===== src/rtl/tt_adder_pkg.sv =====
// Shared types and constants for the TinyTapeout 8-bit adder project.
package tt_adder_pkg;
  localparam int WIDTH = 8;
  typedef logic [WIDTH-1:0] operand_t;
  // All uio pins are operand B inputs, so the output enables stay low.
  localparam operand_t UIO_OE_INPUTS = 8'h00;
  localparam operand_t UIO_OUT_TIE   = 8'h00;
endpackage


===== src/rtl/adder_rca.sv =====
// WIDTH-bit ripple-carry adder built from a generate loop of full-adder bit slices.
module adder_rca #(
  parameter int WIDTH = 8
) (
  input  logic [WIDTH-1:0] a,
  input  logic [WIDTH-1:0] b,
  input  logic             cin,
  output logic [WIDTH-1:0] sum,
  output logic             cout
);
  // c[i] is the carry into bit i; c[WIDTH] is the carry out of the chain.
  logic [WIDTH:0] c;

  assign c[0] = cin;

  for (genvar i = 0; i < WIDTH; i++) begin : g_fa
    logic p;
    assign p        = a[i] ^ b[i];
    assign sum[i]   = p ^ c[i];
    assign c[i+1]   = (a[i] & b[i]) | (c[i] & p);
  end

  assign cout = c[WIDTH];
endmodule


===== src/rtl/tt_um_project_adder.sv =====
// TinyTapeout user top: uo_out = (ui_in + uio_in) mod 256.
// Optional macro SUM_REG_EN: registers the sum on clk with async active-low reset.
// Without it the path is purely combinational and the design has no flops.
module tt_um_project_adder
  import tt_adder_pkg::*;
(
  input  logic       clk,
  input  logic       rst_n,
  input  logic       ena,
  input  logic [7:0] ui_in,
  input  logic [7:0] uio_in,
  output logic [7:0] uo_out,
  output logic [7:0] uio_out,
  output logic [7:0] uio_oe
);
  operand_t sum;
  logic     cout;

  adder_rca #(.WIDTH(WIDTH)) u_add (
    .a    (ui_in),
    .b    (uio_in),
    .cin  (1'b0),
    .sum  (sum),
    .cout (cout)
  );

`ifdef SUM_REG_EN
  operand_t sum_q;

  // Capture the sum every cycle; reset clears it without waiting for a clock.
  always_ff @(posedge clk or negedge rst_n) begin
    if (!rst_n) sum_q <= '0;
    else        sum_q <= sum;
  end

  assign uo_out = sum_q;

  // ena and the final carry have no function; fold them away for lint.
  logic unused_ok;
  assign unused_ok = &{1'b0, ena, cout};
`else
  assign uo_out = sum;

  // Clock, reset, ena and the final carry have no function in this build.
  logic unused_ok;
  assign unused_ok = &{1'b0, ena, clk, rst_n, cout};
`endif

  assign uio_out = UIO_OUT_TIE;
  assign uio_oe  = UIO_OE_INPUTS;
endmodule


===== config.mk =====
export PLATFORM = sky130hd
export DESIGN_NAME = tt_um_project_adder
export DESIGN_NICKNAME = d
export VERILOG_FILES = /design/src/rtl/tt_adder_pkg.sv /design/src/rtl/adder_rca.sv /design/src/rtl/tt_um_project_adder.sv
export SDC_FILE = /design/constraint.sdc
export NUM_CORES = 1
export LEC_CHECK = 0
export CAP_MARGIN = 20
export CORE_AREA = 5 5 42 44
export DETAILED_ROUTE_END_ITERATION = 16
export DIE_AREA = 0 0 47 49
export GPL_ROUTABILITY_DRIVEN = 0
export PLACE_DENSITY_LB_ADDON = 0.1
export SLEW_MARGIN = 15
export SYNTH_ARGS = -nofsm -noshare
export SYNTH_HDL_FRONTEND = slang
export SYNTH_HIERARCHICAL = 1
export SYNTH_SLANG_ARGS = --single-unit

===== constraint.sdc =====
create_clock -name vclk -period 11.8
set_input_delay 2.36 -clock vclk [all_inputs]
set_output_delay 2.36 -clock vclk [all_outputs]
set_load 0.05 [all_outputs]

Word level (Yosys, flattened, before mapping)
Cells that the tools add are included.
{"block": "word_totals", "register_bits": 0, "inputBits": 19, "output_inout_bits": 24, "elab_cells": 34}
{"block": "classes", "n_bitwise": 34}
{"cell": "1-bit XOR", "count": 15}
{"cell": "1-bit AND", "count": 13}
{"cell": "1-bit OR", "count": 6}

Depth between registers and ports, before layout
Gate-level depths: netlist (run 1).
{"block": "logic_depth", "word_depth": 14, "depth_mapped": 12, "mapped_depth_nobuf": 12}

Modules after synthesis
The synthesis (run 1) kept the hierarchy.
{"mod": "adder_rca", "instances": 1, "cells_per_inst": 18, "area_per_inst_um2": 197.7, "seq_area_each_um2": 0.0}
{"mod": "tt_um_project_adder", "instances": 1, "cells_per_inst": 17, "area_per_inst_um2": 123.9, "seq_area_each_um2": 0.0}

Worst setup path before layout (run 1)
Ideal clock, no wire load.
{"block": "synth_path", "path_kind": "input to output", "startpoint": "input ui_in[0]", "endpoint": "output uo_out[7]", "t_arrival_ps": 5658, "required_ps": 9440, "path_slack_ps": 3782, "path_stages": 12, "path_buffers": 0, "cell_sequence": "fa_1 inv_1 fa_1 inv_1 fa_1 fa_1 fa_1 fa_1 fa_1 inv_1 fa_1 inv_1"}
{"block": "synth_via", "elab_chain_len": 14}
{"element": "from (decl)", "line_no": "tt_um_project_adder.sv:10", "rtl": "input logic [7:0] ui_in,"}
{"element": "1-bit AND (2 in series)", "line_no": "adder_rca.sv:20", "rtl": "assign c[i+1] = (a[i] & b[i]) | (c[i] & p);"}
{"element": "1-bit OR", "line_no": "adder_rca.sv:20"}
{"element": "1-bit AND", "line_no": "adder_rca.sv:20"}
{"element": "1-bit OR", "line_no": "adder_rca.sv:20"}
{"element": "1-bit AND", "line_no": "adder_rca.sv:20"}
{"element": "1-bit OR", "line_no": "adder_rca.sv:20"}
{"element": "1-bit AND", "line_no": "adder_rca.sv:20"}
{"element": "1-bit OR", "line_no": "adder_rca.sv:20"}
{"element": "1-bit AND", "line_no": "adder_rca.sv:20"}
{"element": "1-bit OR", "line_no": "adder_rca.sv:20"}
{"element": "1-bit AND", "line_no": "adder_rca.sv:20"}
{"element": "1-bit OR", "line_no": "adder_rca.sv:20"}
{"element": "1-bit XOR", "line_no": "adder_rca.sv:19", "rtl": "assign sum[i] = p ^ c[i];"}
{"element": "to (decl)", "line_no": "tt_um_project_adder.sv:12", "rtl": "output logic [7:0] uo_out,"}
No other way between the ends.

Worst setup path in the final report (run 1)
Same ends and word-level chain as after synthesis.

==> flow_summary.toml, run 1 <==
[worst_setup_path]
critPathMaxFanout = 1
crit_required_ps = 9440
path_cells = "clkdlybuf4s50_1, fa_1, inv_1, fa_1, inv_1, fa_1, fa_1, fa_1, fa_1, fa_1, inv_1, fa_1, inv_1, clkdlybuf4s50_1"
slowest_delay_ps = 800
slowest_stage = "clkdlybuf4s50_1"
startpoint_type = "primary input"
cpMostUsedCell = "fa_1"
arrival_ps = 6720
end_kind = "primary output"
path_class = "in -> out"

[pwr]
switchingPower_uw = 36.96
power.leakage_uw = 0.0002553
combPwrFrac_pct = 100.0
power.internal_uw = 16.10
seq_power_share_pct = 0
p_sw_share_pct = 69.65
clkPwrFrac_pct = 0
power_density_mw_per_mm2 = 102.4
peakVddDrop_uv = 45.31

[clocking]
cts_hold_buf = 0
cts_setup_buffers = 0
post_cts_resized = 0

[finish]
drive_gt1_share_pct = 0
n_fill_cell = 156
final_area_um2 = 518.0
nets = 87
antennaDiodeCount = 0
multiInputGateArea_um2 = 224.0
utilization_pct = 36.96
seq_cells = 0
area.sequential_um2 = 0
n_clock_buffer = 0
area_growth_pct = 62.99

[floorplan]
chipWidth_um = 47
die_y_um = 49
die-area_mm2 = 0.002303
top_level_ports = 43
core-area_mm2 = 0.001401
fp-row-count = 14
start_util_pct = 22.68

[detailed_routing]
viasPerCell = 3.162
vias = 234
wl_per_cell_um = 8.432
drt_first_pass_iters = 1
detail-route-antenna-nets = 0
totalWireLength_um = 624
post-route-drc-count = 0
drt_iter0_drc = 0

[sta]
fin_crit_sh_pct = 76.96
maxSlewHeadroom_pct = 66.04
tightest_slew_ps = 507.8
period_minus_slack_ps = 9081
final-setup-viol-count = 0
hold_violations = 0
rsz0062_at_grt = "no"
final_max_slew_viol_count = 0
finalSetupTns_ps = 0
fmax_ghz = 0.1101

[place]
place_area_um2 = 518.0
io_buffers = 24
dp_hpwl_um = 633.9

[worst_hold_path]
min_from = "uio_in[1]"
hold_path_class = "in -> out"
min_path_cells = 5
hold_end = "uo_out[1]"

[grt]
track_usage_pct = 5.025
grt_overflow = 0
grt_max_degree = 2
antenna_found_initial = 0
grt_pass1_vias = 228
grt_pass1_wl_um = 931

[synthesis]
mappedNetlistArea_um2 = 317.8
yosys_warnings = 6
syn_avg_cell_area_um2 = 9.347
synthCells = 34

[status]
status = "finished clean"

[run]
cap_violations = 0
## worst max-delay path: cells and delay by family
family	cells	cell delay, ps
adder cells (fa/ha/maj)	8	2880
buffers and inverters	6	1480
## cell usage in the layout (no fill, tap or decap), drive strengths merged
| cell | n |
|---|---|
| fa | 8 |
| clkdlybuf4s50 | 24 |
| inv | 9 |
| conb | 17 |
## worst max path at each step
stage / startpoint / endpoint / slack, ps / cells past startpoint
global placement: ui_in[0] / uo_out[7] / 2650 / 14
floorplan: ui_in[0] / uo_out[7] / 3780 / 12
detailed placement: ui_in[0] / uo_out[7] / 2670 / 14
global route: ui_in[0] / uo_out[7] / 2530 / 14
CTS: ui_in[0] / uo_out[7] / 2660 / 14
finish: ui_in[0] / uo_out[7] / 2720 / 14
## per-layer routing
metal	vias up	track usage, %	wire (µm)
li1	106	-	-
met1	104	4.688	165
met2	24	9.276	282
met3	0	3.321	176
met4	0	0	0
met5	-	0	0
## through the flow
step / hold slack, ps / power (µW) / worst slack, ps / std cells
global placement: 6069 / 53.40 / 2651 / 74
detailed placement: 6075 / 53.64 / 2672 / 74
global route: 6103 / 56.47 / 2533 / 74
floorplan: 5113 / 43.16 / 3782 / 50
CTS: 6077 / 53.79 / 2657 / 74
finish: 6069 / 53.07 / 2719 / 74
## cell type report
| class | instances | area share, % |
|---|---|---|
| Tap cell | 16 | 3.865 |
| Inverter | 9 | 6.522 |
| Timing Repair Buffer | 24 | 46.38 |
| Multi-Input combinational cell | 25 | 43.24 |
## power groups by stage
stage	Combinational, µW	Clock [µW]	Sequential [µW]
final	53.1	0	0
after global routing	56.5	0	0
after CTS	53.8	0	0
after detailed placement	53.6	0	0
after global placement	53.4	0	0
after floorplan	43.2	0	0
No activity file was read; power rests on OpenSTA's default activity.
==> inputs of run 2 (changes only) <==
Settings changed: CORE_AREA 5 5 42 44 to unset, CORE_MARGIN set to 5, CORE_UTILIZATION set to 24, DIE_AREA 0 0 47 49 to unset.
Clock period 11.8 ns to 7.9 ns, I/O delays scaled along.
==> run 2 against run 1 <==
First-iteration DRC count did not move; clock-buffer cell count unchanged; worst hold slack lost 2100 ps; critical path depth decreased by 3; power up 48%; routed wire length shrank 11%; global-route usage shrank 0.73 points; critical endpoint is now uo_out[6]; largest power group unchanged.
==> flow_summary.toml, run 2 (synthesis gave the netlist of run 1 again) <==
[worst_setup_path]
path_cells = "clkdlybuf4s50_1, fa_1, inv_1, fa_1, inv_1, fa_1, fa_1, fa_1, fa_1, fa_1, clkdlybuf4s50_1"
cp_num_buf_inv = 4
cpMostUsedCell = "fa_1"
slowest_stage = "clkdlybuf4s50_1"
end_kind = "primary output"
arrival_ps = 5520
critPathMaxFanout = 1
crit_family = "adder cells"
slowest_delay_ps = 800
crit_required_ps = 6320
path_class = "in -> out"
startpoint_type = "primary input"

[pwr]
clkPwrFrac_pct = 0
power.internal_uw = 23.45
peakVddDrop_uv = 42.61
p_sw_share_pct = 70.12
switchingPower_uw = 55.01
power.leakage_uw = 0.0002562
power_density_mw_per_mm2 = 152.6
seq_power_share_pct = 0
combPwrFrac_pct = 100.0

[status]
status = "finished clean"

[detailed_routing]
drt_first_pass_iters = 1
vias = 226
drt_iter0_drc = 0
post-route-drc-count = 0
detail-route-antenna-nets = 0
wl_per_cell_um = 7.644
viasPerCell = 3.096
totalWireLength_um = 558

[place]
numPlacedInstances = 73
place_ws_ps = 765.5
io_buffers = 24
dp_hpwl_um = 566.2

[grt]
grt_pass1_vias = 188
track_usage_pct = 4.293
grt_pass1_wl_um = 690
grt_overflow = 0
antenna_found_initial = 0
grt_max_degree = 2

[clocking]
cts_hold_buf = 0
cts_setup_buffers = 0
post_cts_resized = 0

[sta]
rsz0062_at_grt = "no"
tightest_slew_ps = 507.2
fmax_ghz = 0.1408
hold_violations = 0
timing.final.ws_setup_ps = 796.4
final_max_slew_viol_count = 0
period_minus_slack_ps = 7104
final-setup-viol-count = 0
fin_crit_sh_pct = 89.92
finalSetupTns_ps = 0
maxSlewHeadroom_pct = 66.08

[finish]
layout.cells.non_filler = 73
final_common_cell = "clkdlybuf4s50_1"
area.sequential_um2 = 0
final_cell_mix = "clkdlybuf4s50_1 (23), conb_1 (17), inv_1 (9)"
seq_cells = 0
n_clock_buffer = 0
area_growth_pct = 61.81
drive_gt1_share_pct = 1.724
n_fill_cell = 139
nets = 87
antennaDiodeCount = 0

[floorplan]
fp-row-count = 13
start_util_pct = 25.05
chipWidth_um = 46.39
die-area_mm2 = 0.002152
top_level_ports = 43
core-area_mm2 = 0.001269
die_y_um = 46.39

[run]
cap_violations = 0

[worst_hold_path]
hold_path_class = "in -> out"
## run 2: cell count changes in the layout (fill, tap and decap cells not counted)
cell,before,now
clkdlybuf4s50_1,24,23
buf_4,0,1
## run 2: power groups by stage
stage | Clock (µW) | Sequential [µW] | Combinational (µW)
floorplan | 0 | 0 | 64.5
global placement | 0 | 0 | 79.2
detailed placement | 0 | 0 | 79.2
CTS | 0 | 0 | 79.2
global route | 0 | 0 | 83.8
finish | 0 | 0 | 78.5
## run 2: routing by layer
metal / share of wire (%) / GRT usage (%) / up-vias / wire length (µm)
li1: - / - / 106 / -
met1: 32 / 4.684 / 96 / 178
met2: 41 / 7.418 / 24 / 231
met3: 27 / 2.734 / 0 / 148
met4: 0 / 0 / 0 / 0
met5: 0 / 0 / - / 0
## run 2: area by class of cell
cell class         instances  area, µm²  share of cell area [%]
multi-input cells         25      224.0                   43.55
well taps                 15      18.77                   3.650
inverters                  9      33.78                   6.569
repair buffers            24      237.7                   46.23
## run 2: worst paths after layout
check / start / endpoint / slack, ps / depth (start not counted)
worst max-delay path: ui_in[0] / uo_out[6] / 800 / 11
worst min-delay path: uio_in[7] / uo_out[7] / 3990 / 5
## run 2: metrics by stage
step	util [%]	area [µm²]	hold slack (ps)	total power, µW
after floorplan	-	377.9	3553	64.47
after global placement	40.53	514.2	3987	79.18
after detailed placement	40.53	514.2	3990	79.21
after CTS	40.53	514.2	3991	79.24
after global routing	40.53	514.2	4035	83.84
final	40.53	514.2	3986	78.46
==> inputs of run 3 (changes only) <==
Settings changed: CELL_PAD_IN_SITES_DETAIL_PLACEMENT set to 1, CELL_PAD_IN_SITES_GLOBAL_PLACEMENT set to 2, CORE_UTILIZATION 24 to 10.
==> run 3 against run 2 <==
Non-clock buffer count stayed put; final area up 7.1%; cell count grew 40%; setup slack worse by 17 ps; global-route usage is 1.4 points lower; critical path depth unchanged; clock-buffer cell count did not move; first-iteration DRC count is the same; fmax down 0.24%.
==> flow_summary.toml, run 3 (synthesis gave the netlist of run 1 again) <==
[floorplan]
fp-row-count = 20
top_level_ports = 43
die_y_um = 66.38
chipWidth_um = 66.38
core-area_mm2 = 0.003053
start_util_pct = 10.41
die-area_mm2 = 0.004406

[worst_setup_path]
cp_num_buf_inv = 4
startpoint_type = "primary input"
cpMostUsedCell = "fa_1"
path_class = "in -> out"
slowest_delay_ps = 800
end_kind = "primary output"
path_cells = "clkdlybuf4s50_1, fa_1, inv_1, fa_1, inv_1, fa_1, fa_1, fa_1, fa_1, fa_1, clkdlybuf4s50_1"
crit_required_ps = 6320
slowest_stage = "clkdlybuf4s50_1"
arrival_ps = 5540
critPathMaxFanout = 1
crit_family = "adder cells"

[sta]
finalSetupTns_ps = 0
rsz0062_at_grt = "no"
tightest_slew_ps = 506.5
final-setup-viol-count = 0
fmax_ghz = 0.1404
final_max_slew_viol_count = 0
period_minus_slack_ps = 7121
hold_violations = 0
whs_ps = 3986
maxSlewHeadroom_pct = 66.13
fin_crit_sh_pct = 90.13

[clocking]
post_cts_resized = 0
cts_setup_buffers = 0
cts_hold_buf = 0

[grt]
grt_max_degree = 2
grt_pass1_vias = 247
grt_overflow = 0
antenna_found_initial = 0
track_usage_pct = 2.883
grt_pass1_wl_um = 1014

[place]
dp_hpwl_um = 733.5
io_buffers = 24

[detailed_routing]
viasPerCell = 2.235
totalWireLength_um = 711
vias = 228
wl_per_cell_um = 6.971
detail-route-antenna-nets = 0
drt_iter0_drc = 0
drt_first_pass_iters = 1
post-route-drc-count = 0

[finish]
final_common_cell = "clkdlybuf4s50_1"
area_growth_pct = 73.23
final_cell_mix = "clkdlybuf4s50_1 (23), conb_1 (17), inv_1 (9)"
n_clock_buffer = 0
antennaDiodeCount = 0
area.sequential_um2 = 0
drive_gt1_share_pct = 1.724
nets = 87
utilization_pct = 18.03
n_fill_cell = 376
seq_cells = 0

[worst_hold_path]
hold_path_class = "in -> out"

[pwr]
power.leakage_uw = 0.0002562
peakVddDrop_uv = 25.56
power_density_mw_per_mm2 = 143.2
finalPower_uw = 78.81

[status]
status = "finished clean"

[run]
cap_violations = 0
## run 3: cell counts in the layout (fill, tap and decap cells not counted)
No cell type changed its count.
## run 3: metrics by stage
stage / instance area, µm² / worst slack, ps / instances
2_1_floorplan: 377.9 / 1442 / 50
3_3_place_gp: 550.5 / 709.2 / 102
3_5_place_dp: 550.5 / 708.9 / 102
4_1_cts: 550.5 / 706.5 / 102
5_1_grt: 550.5 / 606.9 / 102
6_report: 550.5 / 779.4 / 102
## run 3: worst paths after layout
| kind | startpoint | endpoint | slack [ps] | cells after the start |
|---|---|---|---|---|
| setup / recovery | ui_in[0] | uo_out[6] | 780 | 11 |
| hold / removal | uio_in[7] | uo_out[7] | 3990 | 5 |
## run 3: routing by layer
layer / track usage [%] / part of all wire (%) / vias to the layer above
li1: - / - / 106
met1: 2.848 / 31 / 98
met2: 5.204 / 48 / 24
met3: 2.041 / 21 / 0
met4: 0 / 0 / 0
met5: 0 / 0 / -
## run 3: layout make-up
cell class / instances / area [µm²] / area share [%]
Inverter: 9 / 33.78 / 6.136
Multi-Input combinational cell: 25 / 224.0 / 40.68
Timing Repair Buffer: 24 / 237.7 / 43.18
Tap cell: 44 / 55.05 / 10.00
## run 3: power by group
| group | leakage [µW] | internal, µW | switching [µW] |
|---|---|---|---|
| combinational | 0.000256 | 23.5 | 55.3 |
| clock | 0 | 0 | 0 |
| sequential | 0 | 0 | 0 |
